**src/rtl/spi_cmd_pkg.sv**
```systemverilog
// Shared defaults, header layout and FSM state encoding for the SPI command decoder.
package spi_cmd_pkg;

    localparam int BYTE_W_DEF     = 8;
    localparam int ADDR_W_DEF     = 7;
    localparam int DATA_BYTES_DEF = 4;
    localparam int INCR_BIT       = 7;

    typedef enum logic [1:0] {
        ST_IDLE   = 2'd0,
        ST_HEADER = 2'd1,
        ST_DATA   = 2'd2
    } state_e;

endpackage

```
**src/rtl/sync_edge.sv**
```systemverilog
// Two-flop synchronizer for an asynchronous level, plus single-cycle rise/fall pulses.
module sync_edge (
    input  logic clk,
    input  logic rst,
    input  logic async_in,
    output logic sync_out,
    output logic rise,
    output logic fall
);

    logic meta_q, meta_d;
    logic sync_q, sync_d;
    logic prev_q, prev_d;

    always_comb begin
        meta_d = async_in;
        sync_d = meta_q;
        prev_d = sync_q;
    end

    // Reset to 1 so an idle (high) chip select produces no edge out of reset.
    always_ff @(posedge clk) begin
        if (rst) begin
            meta_q <= 1'b1;
            sync_q <= 1'b1;
            prev_q <= 1'b1;
        end else begin
            meta_q <= meta_d;
            sync_q <= sync_d;
            prev_q <= prev_d;
        end
    end

    assign sync_out = sync_q;
    assign rise     = sync_q & ~prev_q;
    assign fall     = ~sync_q & prev_q;

endmodule

```
**src/rtl/spi_cmd_decoder.sv**
```systemverilog
// Decodes SPI frames {header, data bytes...} into register-write strobes with
// auto-increment addressing, frame error detection and good/bad frame counters.
module spi_cmd_decoder
    import spi_cmd_pkg::*;
#(
    parameter int BYTE_W     = BYTE_W_DEF,
    parameter int ADDR_W     = ADDR_W_DEF,
    parameter int DATA_BYTES = DATA_BYTES_DEF,
    parameter int DATA_W     = BYTE_W * DATA_BYTES
) (
    input  logic              clk,
    input  logic              rst,
    input  logic [BYTE_W-1:0] byte_in,
    input  logic              byte_valid,
    input  logic              csn,
    output logic              wr_en,
    output logic [ADDR_W-1:0] wr_addr,
    output logic [DATA_W-1:0] wr_data,
    output logic              frame_err,
    output logic [BYTE_W-1:0] tx_byte,
    output logic [15:0]       pkt_count,
    output logic [7:0]        err_count
);

    localparam int IDX_W = (DATA_BYTES > 1) ? $clog2(DATA_BYTES) : 1;
    localparam logic [IDX_W-1:0] LAST_IDX = IDX_W'(DATA_BYTES - 1);

    logic csn_sync, csn_rise, csn_fall;

    sync_edge u_csn_sync (
        .clk      (clk),
        .rst      (rst),
        .async_in (csn),
        .sync_out (csn_sync),
        .rise     (csn_rise),
        .fall     (csn_fall)
    );

    state_e            state_q, state_d;
    logic [ADDR_W-1:0] addr_q, addr_d;
    logic              incr_q, incr_d;
    logic [IDX_W-1:0]  byte_idx_q, byte_idx_d;
    logic [DATA_W-1:0] word_q, word_d;
    logic              wr_en_q, wr_en_d;
    logic [ADDR_W-1:0] wr_addr_q, wr_addr_d;
    logic [DATA_W-1:0] wr_data_q, wr_data_d;
    logic              frame_err_q, frame_err_d;
    logic [BYTE_W-1:0] tx_byte_q, tx_byte_d;
    logic [15:0]       pkt_count_q, pkt_count_d;
    logic [7:0]        err_count_q, err_count_d;
    logic [1:0]        live_q, live_d;
    logic              arm_q, arm_d;

    // The synchronizer's reset value of 1 fabricates a falling edge if csn is
    // already low when reset releases. Frame starts are only accepted once csn
    // has been seen high through fully refilled synchronizer stages.
    always_comb begin
        live_d = (live_q == 2'd2) ? live_q : live_q + 2'd1;
        arm_d  = arm_q | ((live_q == 2'd2) & csn_sync);
    end

    always_comb begin
        state_d     = state_q;
        addr_d      = addr_q;
        incr_d      = incr_q;
        byte_idx_d  = byte_idx_q;
        word_d      = word_q;
        wr_en_d     = 1'b0;
        wr_addr_d   = wr_addr_q;
        wr_data_d   = wr_data_q;
        frame_err_d = 1'b0;
        tx_byte_d   = tx_byte_q;
        pkt_count_d = pkt_count_q;
        err_count_d = err_count_q;

        case (state_q)
            ST_IDLE: begin
                if (csn_fall && arm_q) begin
                    state_d    = ST_HEADER;
                    tx_byte_d  = '0;
                    byte_idx_d = '0;
                end
            end
            ST_HEADER: begin
                if (byte_valid) begin
                    addr_d     = byte_in[ADDR_W-1:0];
                    incr_d     = byte_in[INCR_BIT];
                    byte_idx_d = '0;
                    tx_byte_d  = tx_byte_q ^ byte_in;
                    state_d    = ST_DATA;
                end
            end
            ST_DATA: begin
                if (byte_valid) begin
                    word_d    = (word_q << BYTE_W) | DATA_W'(byte_in);
                    tx_byte_d = tx_byte_q ^ byte_in;
                    if (byte_idx_q == LAST_IDX) begin
                        wr_en_d    = 1'b1;
                        wr_addr_d  = addr_q;
                        wr_data_d  = word_d;
                        byte_idx_d = '0;
                        addr_d     = incr_q ? addr_q + 1'b1 : addr_q;
                    end else begin
                        byte_idx_d = byte_idx_q + 1'b1;
                    end
                end
            end
            default: state_d = ST_IDLE;
        endcase

        // Frame end is judged on the post-byte state so a coincident last byte completes the word.
        if (csn_rise && state_q != ST_IDLE) begin
            if (state_d == ST_DATA && byte_idx_d != '0) begin
                frame_err_d = 1'b1;
                if (err_count_q != 8'hFF) err_count_d = err_count_q + 8'd1;
            end else begin
                pkt_count_d = pkt_count_q + 16'd1;
            end
            state_d    = ST_IDLE;
            byte_idx_d = '0;
        end
    end

    always_ff @(posedge clk) begin
        if (rst) begin
            state_q     <= ST_IDLE;
            addr_q      <= '0;
            incr_q      <= 1'b0;
            byte_idx_q  <= '0;
            word_q      <= '0;
            wr_en_q     <= 1'b0;
            wr_addr_q   <= '0;
            wr_data_q   <= '0;
            frame_err_q <= 1'b0;
            tx_byte_q   <= '0;
            pkt_count_q <= '0;
            err_count_q <= '0;
            live_q      <= '0;
            arm_q       <= 1'b0;
        end else begin
            state_q     <= state_d;
            addr_q      <= addr_d;
            incr_q      <= incr_d;
            byte_idx_q  <= byte_idx_d;
            word_q      <= word_d;
            wr_en_q     <= wr_en_d;
            wr_addr_q   <= wr_addr_d;
            wr_data_q   <= wr_data_d;
            frame_err_q <= frame_err_d;
            tx_byte_q   <= tx_byte_d;
            pkt_count_q <= pkt_count_d;
            err_count_q <= err_count_d;
            live_q      <= live_d;
            arm_q       <= arm_d;
        end
    end

    assign wr_en     = wr_en_q;
    assign wr_addr   = wr_addr_q;
    assign wr_data   = wr_data_q;
    assign frame_err = frame_err_q;
    assign tx_byte   = tx_byte_q;
    assign pkt_count = pkt_count_q;
    assign err_count = err_count_q;

endmodule
```
**config.mk**
```make
export PLATFORM = sky130hd
export DESIGN_NAME = spi_cmd_decoder
export DESIGN_NICKNAME = d
export VERILOG_FILES = /design/src/rtl/spi_cmd_pkg.sv /design/src/rtl/sync_edge.sv /design/src/rtl/spi_cmd_decoder.sv
export SDC_FILE = /design/constraint.sdc
export NUM_CORES = 1
export LEC_CHECK = 0
export ABC_AREA = 1
export BUFFER_PORTS_ARGS = -buffer_cell sky130_fd_sc_hd__buf_2
export CORE_ASPECT_RATIO = 1.75
export CORE_MARGIN = 2
export CORE_UTILIZATION = 60
export CTS_BUF_LIST = sky130_fd_sc_hd__clkbuf_4 sky130_fd_sc_hd__clkbuf_8 sky130_fd_sc_hd__clkbuf_16
export CTS_CLUSTER_SIZE = 40
export DETAILED_ROUTE_END_ITERATION = 6
export HOLD_SLACK_MARGIN = 0.02
export PLACE_DENSITY_LB_ADDON = 0.3
export SETUP_SLACK_MARGIN = 0.02
export SLEW_MARGIN = 5
export SYNTH_ARGS = -nofsm -noshare
export SYNTH_HDL_FRONTEND = slang
export SYNTH_SLANG_ARGS = --single-unit
```
**constraint.sdc**
```tcl
create_clock -name clk -period 4.4 [get_ports clk]
set_input_delay 0.88 -clock clk [delete_from_list [all_inputs] [get_ports clk]]
set_output_delay 0.88 -clock clk [all_outputs]
set_load 0.02 [all_outputs]
```
==> reports/summary.txt, run 1 <==
Top post-synthesis cells by area -> dfxtp_1, o21ai_0, nor2_1, nand2_1, a21oi_1
Leakage Power -> 2.601 nW
Final core utilization -> 73.46%
Layout Skew -> 0.005183 ns
Placed Cells incl. Taps -> 759
Total grt overflow -> 0
Post-CTS Hold Buffers -> 0
Sequential share of the synthesized area -> 48.12%
Number of setup violations in the final report -> 0
Wire per inst -> 13.88 µm
Hold/Removal Path Class -> flip-flop to flip-flop
Clock Path Buffers -> 2
Max Slew Vio Count -> 0
Pin count of the biggest net entering global routing -> 69
Crit Path Max Fanout -> 37
Initial Util -> 60.91%
Num Clock Sinks -> 115
Clk Latency, worst-skew pair -> 0.41 ns
ANT nets after route -> 0
Post CTS Setup Buffer Count -> 0
Num CTS Buffers -> 17
Area grow syn2layout -> 20.61%
Worst slew margin -> 61.74%
RSZ-0062 raised after global routing -> no
Post-synth top area share -> 48.12%
DPL Wire Length -> 7526 µm
Design Area, Final -> 5771 µm²
Most frequent cells in the layout -> dfxtp_1, nor2_1, buf_2, nand2_1, o21ai_0
Flops & latches, synth -> 115
Most common cell after layout, fill and taps aside -> dfxtp_1
Vias in the first global route -> 4116
Initial drt markers -> 307
Root buf cell -> clkbuf_16
Status -> completed
Avg Vias per Cell -> 5.365
Max Freq -> 387.3 MHz
Mapped cell area -> 4785 µm²
Crit. End Element -> flip-flop
Port Buf Inserts -> 84
Power density cells -> 420.6 nW/µm²
VDD IR max -> 0.3202 mV
WP data required -> 4.68 ns
Ant diodes -> 0
Share of post-route cells with drive strength above 1 -> 22.97%
Mapped Cells -> 607
Routed WL -> 10980 µm
Worst Path Arrival -> 2.87 ns
WS Path Type -> flip-flop to flip-flop
Post-synth top area cell -> dfxtp_1
Area after DPL -> 5226 µm²
Routed via count -> 4244
Crit share post-route -> 58.68%
I/O pin count -> 85
Power, Total -> 2.427 mW
Crit start category -> flip-flop
Syn_nets -> 628
Initial antenna violation count -> 0
Netlist cell types -> 38
H-Tree Depth -> 4
Die width -> 71.51 µm
Worst Tran Pin Value -> 0.5739 ns
Non-filler cells, final -> 791
Die Ht -> 122.1 µm
Layout net count -> 709
CTS tree -> built
Max Cap Violations -> 0
Final hold violations -> 0
GR Util All Layers -> 25.92%
Setup TNS Final -> 0 ns
Mapped Avg Cell Area -> 7.882 µm²
Yosys warning count -> 0
Clock transition at path regs -> 0.05 ns
Die area -> 8733 µm²
Core ar. -> 7855 µm²
Final RePlAce weighted congestion -> 0.8466
Period minus WS final -> 2.582 ns
First-pass GRT wire length -> 17750 µm
CTS resizes -> 0
Row count -> 43
Total iterations of the first detailed-routing run -> 4
Remaining DRCs -> 0
-- state kept, by name (all words and copies together) (netlist names), 2 cells and up --
| register | cells |
|---|---|
| byte_idx_q | 2 |
| state_q | 2 |
| tx_byte | 8 |
| word_q | 24 |
| live_q | 2 |
| pkt_count | 16 |
| wr_data | 32 |
| err_count | 8 |
| wr_addr | 7 |
| addr_q | 7 |
-- kinds of logic (layout without fill, tap and decap cells) --
kind of cell             after synthesis  count (layout)  share of synthesized area, %
XOR/XNOR                              22              22                         4.027
flip-flops                           115             115                         48.12
AND/OR/NAND/NOR                      237             237                         21.71
buffers and inverters                 71             165                         6.171
AO/OA/AOI/OAI                        153             153                         17.63
adder cells (fa/ha/maj)                9               9                         2.354
-- area by class of cell --
cell class | count | area (µm²)
sequential | 115 | 2302
clock buffer | 20 | 454.2
tap | 90 | 112.6
inverter | 45 | 173.9
clock inverter | 12 | 90.09
timing repair buffer | 88 | 450.4
fill | 595 | 2085
multi-input combinational | 421 | 2187
-- path summary, 6_finish.rpt --
path	from	to	slack, ns	depth (start not counted)
worst min-delay path	u_csn_sync.meta_q	u_csn_sync.sync_out	0.42	1
worst max register to register	state_q[0]	wr_data[23]	1.82	10
worst min register to register	u_csn_sync.meta_q	u_csn_sync.sync_out	0.42	1
worst max-delay path	state_q[0]	wr_data[23]	1.82	10
-- power breakdown --
group | internal (mW) | switching (mW)
Clock | 0.790 | 0.459
Combinational | 0.0333 | 0.0709
Sequential | 1.06 | 0.0119
Total | 1.89 | 0.542
-- worst max-delay path, stage by stage, from the launching register on --
cell     delay (ns)
dfxtp_1        0.39
inv_1          0.11
ha_1           0.37
nand2_1        0.13
buf_4          0.28
nor2_4         0.04
buf_4          0.23
inv_2          0.44
nor2_2         0.07
inv_1          0.24
o21ai_0        0.13
-- cell usage after synthesis, drive strengths merged --
| library cell | number |
|---|---|
| nand3 | 25 |
| a31oi | 2 |
| nor2 | 100 |
| nor3 | 8 |
| a21oi | 63 |
| o221a | 1 |
| or2 | 3 |
| nand2 | 91 |
| inv | 44 |
| o21ai | 80 |
| xor2 | 15 |
| ha | 9 |
| nand4 | 10 |
| dfxtp | 115 |
| clkinv | 1 |
| buf | 4 |
| o221ai | 1 |
| o21bai | 2 |
| a221oi | 1 |
| xnor2 | 7 |
| clkbuf | 22 |
| a211oi | 3 |
-- routing by layer --
layer / vias to the layer above / global-route usage [%] / share of wire, %
met5: - / 0 / 0
met4: 0 / 15.57 / 3.1
met3: 25 / 6.121 / 4.6
met2: 114 / 47.57 / 54
met1: 1947 / 25.66 / 38
li1: 2158 / - / -
-- stage by stage --
step	setup WS (ns)	hold slack, ns
final	1.818	0.4185
after floorplan	2.489	0.3895
after detailed placement	1.766	0.3998
after CTS	1.833	0.4203
after global placement	1.861	0.3909
after global routing	1.573	0.4343
(Power assumes the default switching activity.)
==> run 2, diff against run 1 <==
CORE_UTILIZATION = 55   (was 60)
clock period = 2.6 ns   (was 4.4 ns; I/O delays follow)
==> run 2 against run 1 <==
Critical path depth up 1. Register-to-register slack lost 1.4 ns. Final cell count up 3.5%. Utilization fell by 5.1 points. Routed wire length rose by 2.8%. Cell area increased by 1.4%. Total power rose by 72%. Non-clock buffer count is 3 higher. Via count increased by 1.7%. Sequential share of layout area decreased by 0.54 points. Count of clock-buffer cells in the layout rose by 5. Largest power group unchanged. Highest routed layer unchanged.
==> reports/summary.txt, run 2 (synthesis results as in run 1) <==
CTS tree -> built
Area grow syn2layout -> 22.25%
Max reg flops -> 32
Power, Total -> 4.183 mW
Crit share post-route -> 85.42%
WP data required -> 2.89 ns
Die area -> 9491 µm²
Initial antenna violation count -> 0
First-pass GRT wire length -> 18730 µm
Worst r2r path cells -> 11
Die Ht -> 127.4 µm
Layout net count -> 712
Period minus WS final -> 2.221 ns
Worst Path Arrival -> 2.51 ns
Number of setup violations in the final report -> 0
VDD IR max -> 0.5694 mV
ANT nets after route -> 0
Seq pwr share -> 43.4%
Max Freq -> 450.3 MHz
Crit start category -> flip-flop
Worst slew margin -> 65.31%
Crit Path Max Fanout -> 17
Psw -> 876.6 µW
Clk Latency, worst-skew pair -> 0.40 ns
Die width -> 74.51 µm
Area after DPL -> 5283 µm²
Port Buf Inserts -> 84
Design Area, Final -> 5849 µm²
Power density cells -> 715.1 nW/µm²
Vias in the first global route -> 4231
Max Cap Violations -> 0
Crit-path most repeated cell -> nand2_2
Initial Util -> 55.91%
Final RePlAce weighted congestion -> 0.9141
CTS resizes -> 0
GR Util All Layers -> 25.50%
Sw frac -> 20.96%
Crit. End Element -> flip-flop
H-Tree Depth -> 4
Row count -> 45
Most frequent cells in the layout -> dfxtp_1, nor2_1, buf_2, nand2_1, o21ai_0
Avg Vias per Cell -> 5.271
Setup TNS Final -> 0 ns
Status -> completed
Layout Skew -> 0.007818 ns
Num CTS Buffers -> 17
Crit-path cells -> inv_1 -> ha_1 -> nand2_1 -> o21bai_1 -> nand2_2 -> nand2_2 -> nand2_2 -> nand2_4 -> inv_6 -> nor2_1 -> nor2_1
Clock transition at path regs -> 0.05 ns
Hold depth -> 2
Share of post-route cells with drive strength above 1 -> 23.08%
Worst Tran Pin Value -> 0.5187 ns
Combinational power share -> 4.2%
DPL Wire Length -> 7539 µm
Root buf cell -> clkbuf_16
Routed via count -> 4317
Core ar. -> 8558 µm²
RSZ-0062 raised after global routing -> no
Total iterations of the first detailed-routing run -> 4
Total grt overflow -> 0
Int Pwr -> 3.306 mW
Num Clock Sinks -> 115
Routed WL -> 11290 µm
Hold_ws -> 0.2982 ns
Ant diodes -> 0
Slowest cell delay on critical path -> 0.42 ns
Post CTS Setup Buffer Count -> 0
Remaining DRCs -> 0
I/O pin count -> 85
Most common cell after layout, fill and taps aside -> dfxtp_1
WS Path Type -> flip-flop to flip-flop
Slowest-stage cell, CP -> ha_1
Wire per inst -> 13.78 µm
Initial drt markers -> 301
Pin count of the biggest net entering global routing -> 48
Post-CTS Hold Buffers -> 0
Leakage Power -> 2.629 nW
Max Slew Vio Count -> 0
Hold/Removal Path Class -> input port to flip-flop
Clock Path Buffers -> 2
Final hold violations -> 0
Clk network pwr share -> 52.4%
-- run 2: changes by cell type in the layout (fill, tap and decap cells not counted) --
| cell | before | now |
|---|---|---|
| buf_4 | 4 | 7 |
| clkbuf_4 | 2 | 3 |
| clkbuf_8 | 1 | 5 |
| clkinv_2 | 9 | 4 |
| clkinvlp_4 | 2 | 0 |
-- run 2: final timing paths --
path	slack [ns]	endpoint	from
min	0.30	u_csn_sync.meta_q	csn
max	0.38	pkt_count[1]	state_q[0]
max reg2reg	0.38	pkt_count[1]	state_q[0]
min reg2reg	0.43	u_csn_sync.sync_out	u_csn_sync.meta_q
-- run 2: layout make-up --
class,instances,area [µm²]
timing repair buffer,91,473.0
inverter,45,173.9
sequential,115,2302
clock buffer,25,516.7
tap,117,146.4
fill,758,2709
clock inverter,5,50.05
multi-input combinational,421,2187
-- run 2: per-layer routing --
layer  track usage, %  share of wire [%]
met5                0                  0
met1            27.03                 38
met2            44.30                 54
met3            7.098                4.2
met4            13.45                3.2
-- run 2: worst max-delay path: cells and delay by family, from the launching register on --
kind                       cells  cell delay [ns]
adders and majority gates      1             0.42
DFF                            1             0.35
and+or+nand+nor                7             0.87
buffers and inverters          2             0.25
AOI/OAI and AO/OA              1             0.22
-- run 2: stage by stage --
step,instances,utilization (%),setup slack (ns)
2_1_floorplan,607,-,0.7586
3_3_place_gp,789,61.73,0.5032
3_5_place_dp,789,61.73,0.3992
4_1_cts,819,68.35,0.3852
5_1_grt,819,68.35,0.1152
6_report,819,68.35,0.3790
-- run 2: power by group through the flow --
| stage | clock network (mW) | logic [mW] | registers, mW |
|---|---|---|---|
| after floorplan | 0 | 0.118 | 1.85 |
| after global placement | 0 | 0.171 | 1.85 |
| after detailed placement | 0 | 0.176 | 1.85 |
| after CTS | 2.24 | 0.179 | 1.82 |
| after global routing | 2.31 | 0.204 | 1.82 |
| final | 2.19 | 0.177 | 1.82 |
==> run 3, diff against run 2 <==
CORE_MARGIN = 4   (was 2)
==> run 3 against run 2 <==
Combinational power about the same. Clock power rose by 8%. Worst setup slack better by 0.0074 ns. Final cell count fell by 0.37%. Die area increased by 8.7%. Global-route usage down 2.9 points. Clock skew increased by 0.0026 ns. Count of clock-buffer cells in the layout increased by 2. Sequential share of layout area fell by 0.34 points. Routed wire length fell by 0.81%. Sequential power is essentially flat. Critical endpoint is now pkt_count[5]. Largest cell class unchanged. Highest routed layer unchanged.
==> reports/summary.txt, run 3 (synthesis results as in run 1) <==
Worst Path Arrival -> 2.49 ns
I/O pin count -> 85
Crit Path Max Fanout -> 17
Vias in the first global route -> 4084
Psw -> 879.4 µW
Pin count of the biggest net entering global routing -> 66
Power, Total -> 4.357 mW
Root buf cell -> clkbuf_16
Final RePlAce weighted congestion -> 0.9629
Status -> completed
Remaining DRCs -> 0
WP data required -> 2.88 ns
Worst Tran Pin Value -> 0.5644 ns
Crit-path most repeated cell -> nand2_2
Routed WL -> 11200 µm
Reg-to-reg startpoint -> state_q[0]
DPL Wire Length -> 7705 µm
Number of setup violations in the final report -> 0
Crit share post-route -> 85.14%
Crit-path cells -> inv_1 -> ha_1 -> nand2_1 -> o21bai_1 -> nand2_2 -> nand2_2 -> nand2_2 -> nand2_4 -> inv_6 -> nand2_1 -> a21oi_1
Hold/Removal Path Class -> input port to flip-flop
Routed via count -> 4326
Int Pwr -> 3.477 mW
Leakage Power -> 2.649 nW
H-Tree Depth -> 4
Max Cap Violations -> 0
Max Freq -> 451.8 MHz
Power density cells -> 738.3 nW/µm²
Clock Path Buffers -> 2
Hold depth -> 2
Period minus WS final -> 2.214 ns
Crit start category -> flip-flop
GR Util All Layers -> 22.55%
Filler Cells Inserted -> 713
Row count -> 44
Area grow syn2layout -> 23.33%
Die width -> 78.51 µm
Total iterations of the first detailed-routing run -> 6
Core ar. -> 8368 µm²
Most common cell after layout, fill and taps aside -> dfxtp_1
Port Buf Inserts -> 84
Share of post-route cells with drive strength above 1 -> 22.97%
Wire per inst -> 13.72 µm
Ant diodes -> 0
VDD IR max -> 0.5873 mV
Num CTS Buffers -> 17
Setup TNS Final -> 0 ns
Final core utilization -> 70.51%
Seq pwr share -> 41.7%
WP buf/inv -> 2
Clk Latency, worst-skew pair -> 0.41 ns
Layout net count -> 711
Post-CTS Hold Buffers -> 0
Die Ht -> 131.4 µm
CTS tree -> built
Worst slew margin -> 62.32%
Max reg flops -> 32
Avg Vias per Cell -> 5.301
Initial Util -> 57.18%
R2r endpoint -> pkt_count[5]
Hold worst-path end -> u_csn_sync.meta_q
Setup ws final -> 0.3865 ns
Die area -> 10310 µm²
First-pass GRT wire length -> 18710 µm
Most frequent cells in the layout -> dfxtp_1, nor2_1, buf_2, nand2_1, o21ai_0
Combinational power share -> 4.1%
Clk network pwr share -> 54.2%
Layout Skew -> 0.01037 ns
ANT nets after route -> 0
Num Clock Sinks -> 115
Clock transition at path regs -> 0.05 ns
Post CTS Setup Buffer Count -> 0
RSZ-0062 raised after global routing -> no
Slowest cell delay on critical path -> 0.44 ns
Largest delay contributor family on the critical path -> simple AND/OR/NAND/NOR gates
Worst reg2reg setup slack -> 0.39 ns
Worst r2r path cells -> 11
WS Path Type -> flip-flop to flip-flop
Final hold violations -> 0
Total grt overflow -> 0
Crit. End Element -> flip-flop
Initial antenna violation count -> 0
Sw frac -> 20.19%
Pre-CTS setup slack -> 0.4079 ns
Initial drt markers -> 295
CTS resizes -> 0
Max Slew Vio Count -> 0
Hold Crit Start -> csn
Slowest-stage cell, CP -> ha_1
-- run 3: cell types whose count changed in the layout (fill, tap and decap cells not counted) --
cell       previous run  this run
clkbuf_8              5         8
clkinv_2              4         1
bufinv_16             1         2
buf_4                 7         5
buf_12                0         1
clkbuf_4              3         2
-- run 3: metrics by stage --
step / instance area [µm²] / hold WS [ns] / cells
after detailed placement: 5285 / 0.4121 / 786
after floorplan: 4785 / 0.3895 / 607
final: 5901 / 0.2969 / 816
after CTS: 5901 / 0.2815 / 816
after global routing: 5901 / 0.3056 / 816
after global placement: 5285 / 0.4132 / 786
-- run 3: final cells by class --
| cell class | instances | area [µm²] | area share [%] |
|---|---|---|---|
| flip-flops and latches | 115 | 2302 | 39.02 |
| multi-input cells | 421 | 2187 | 37.07 |
| clock buffers | 27 | 550.5 | 9.330 |
| repair buffers | 90 | 478.0 | 8.100 |
| inverters | 45 | 173.9 | 2.947 |
| well taps | 115 | 143.9 | 2.439 |
| clock inverters | 3 | 65.06 | 1.103 |
-- run 3: worst max path at each step --
stage | from | to | slack (ns) | depth (start not counted)
finish | state_q[0] | pkt_count[5] | 0.39 | 11
global route | state_q[0] | pkt_count[1] | 0.13 | 11
CTS | state_q[0] | pkt_count[7] | 0.38 | 11
detailed placement | state_q[0] | pkt_count[4] | 0.41 | 11
global placement | state_q[0] | pkt_count[0] | 0.49 | 11
floorplan | state_q[0] | pkt_count[12] | 0.76 | 12
-- run 3: worst register-to-register path: stages (launching register included) --
cell,delay (ns)
dfxtp_1,0.34
inv_1,0.12
ha_1,0.44
nand2_1,0.25
o21bai_1,0.22
nand2_2,0.10
nand2_2,0.09
nand2_2,0.08
nand2_4,0.19
inv_6,0.12
nand2_1,0.09
a21oi_1,0.06
-- run 3: per-layer routing --
layer,global-route usage (%),share of wire (%)
met1,24.51,39
met4,9.047,2.2
met3,6.712,5.1
met2,40.07,54
met5,0,0
-- run 3: power groups by stage --
stage	logic [mW]	clock network, mW	registers, mW
floorplan	0.118	0	1.85
global placement	0.171	0	1.85
detailed placement	0.177	0	1.85
CTS	0.181	2.38	1.82
global route	0.205	2.46	1.82
finish	0.179	2.36	1.82
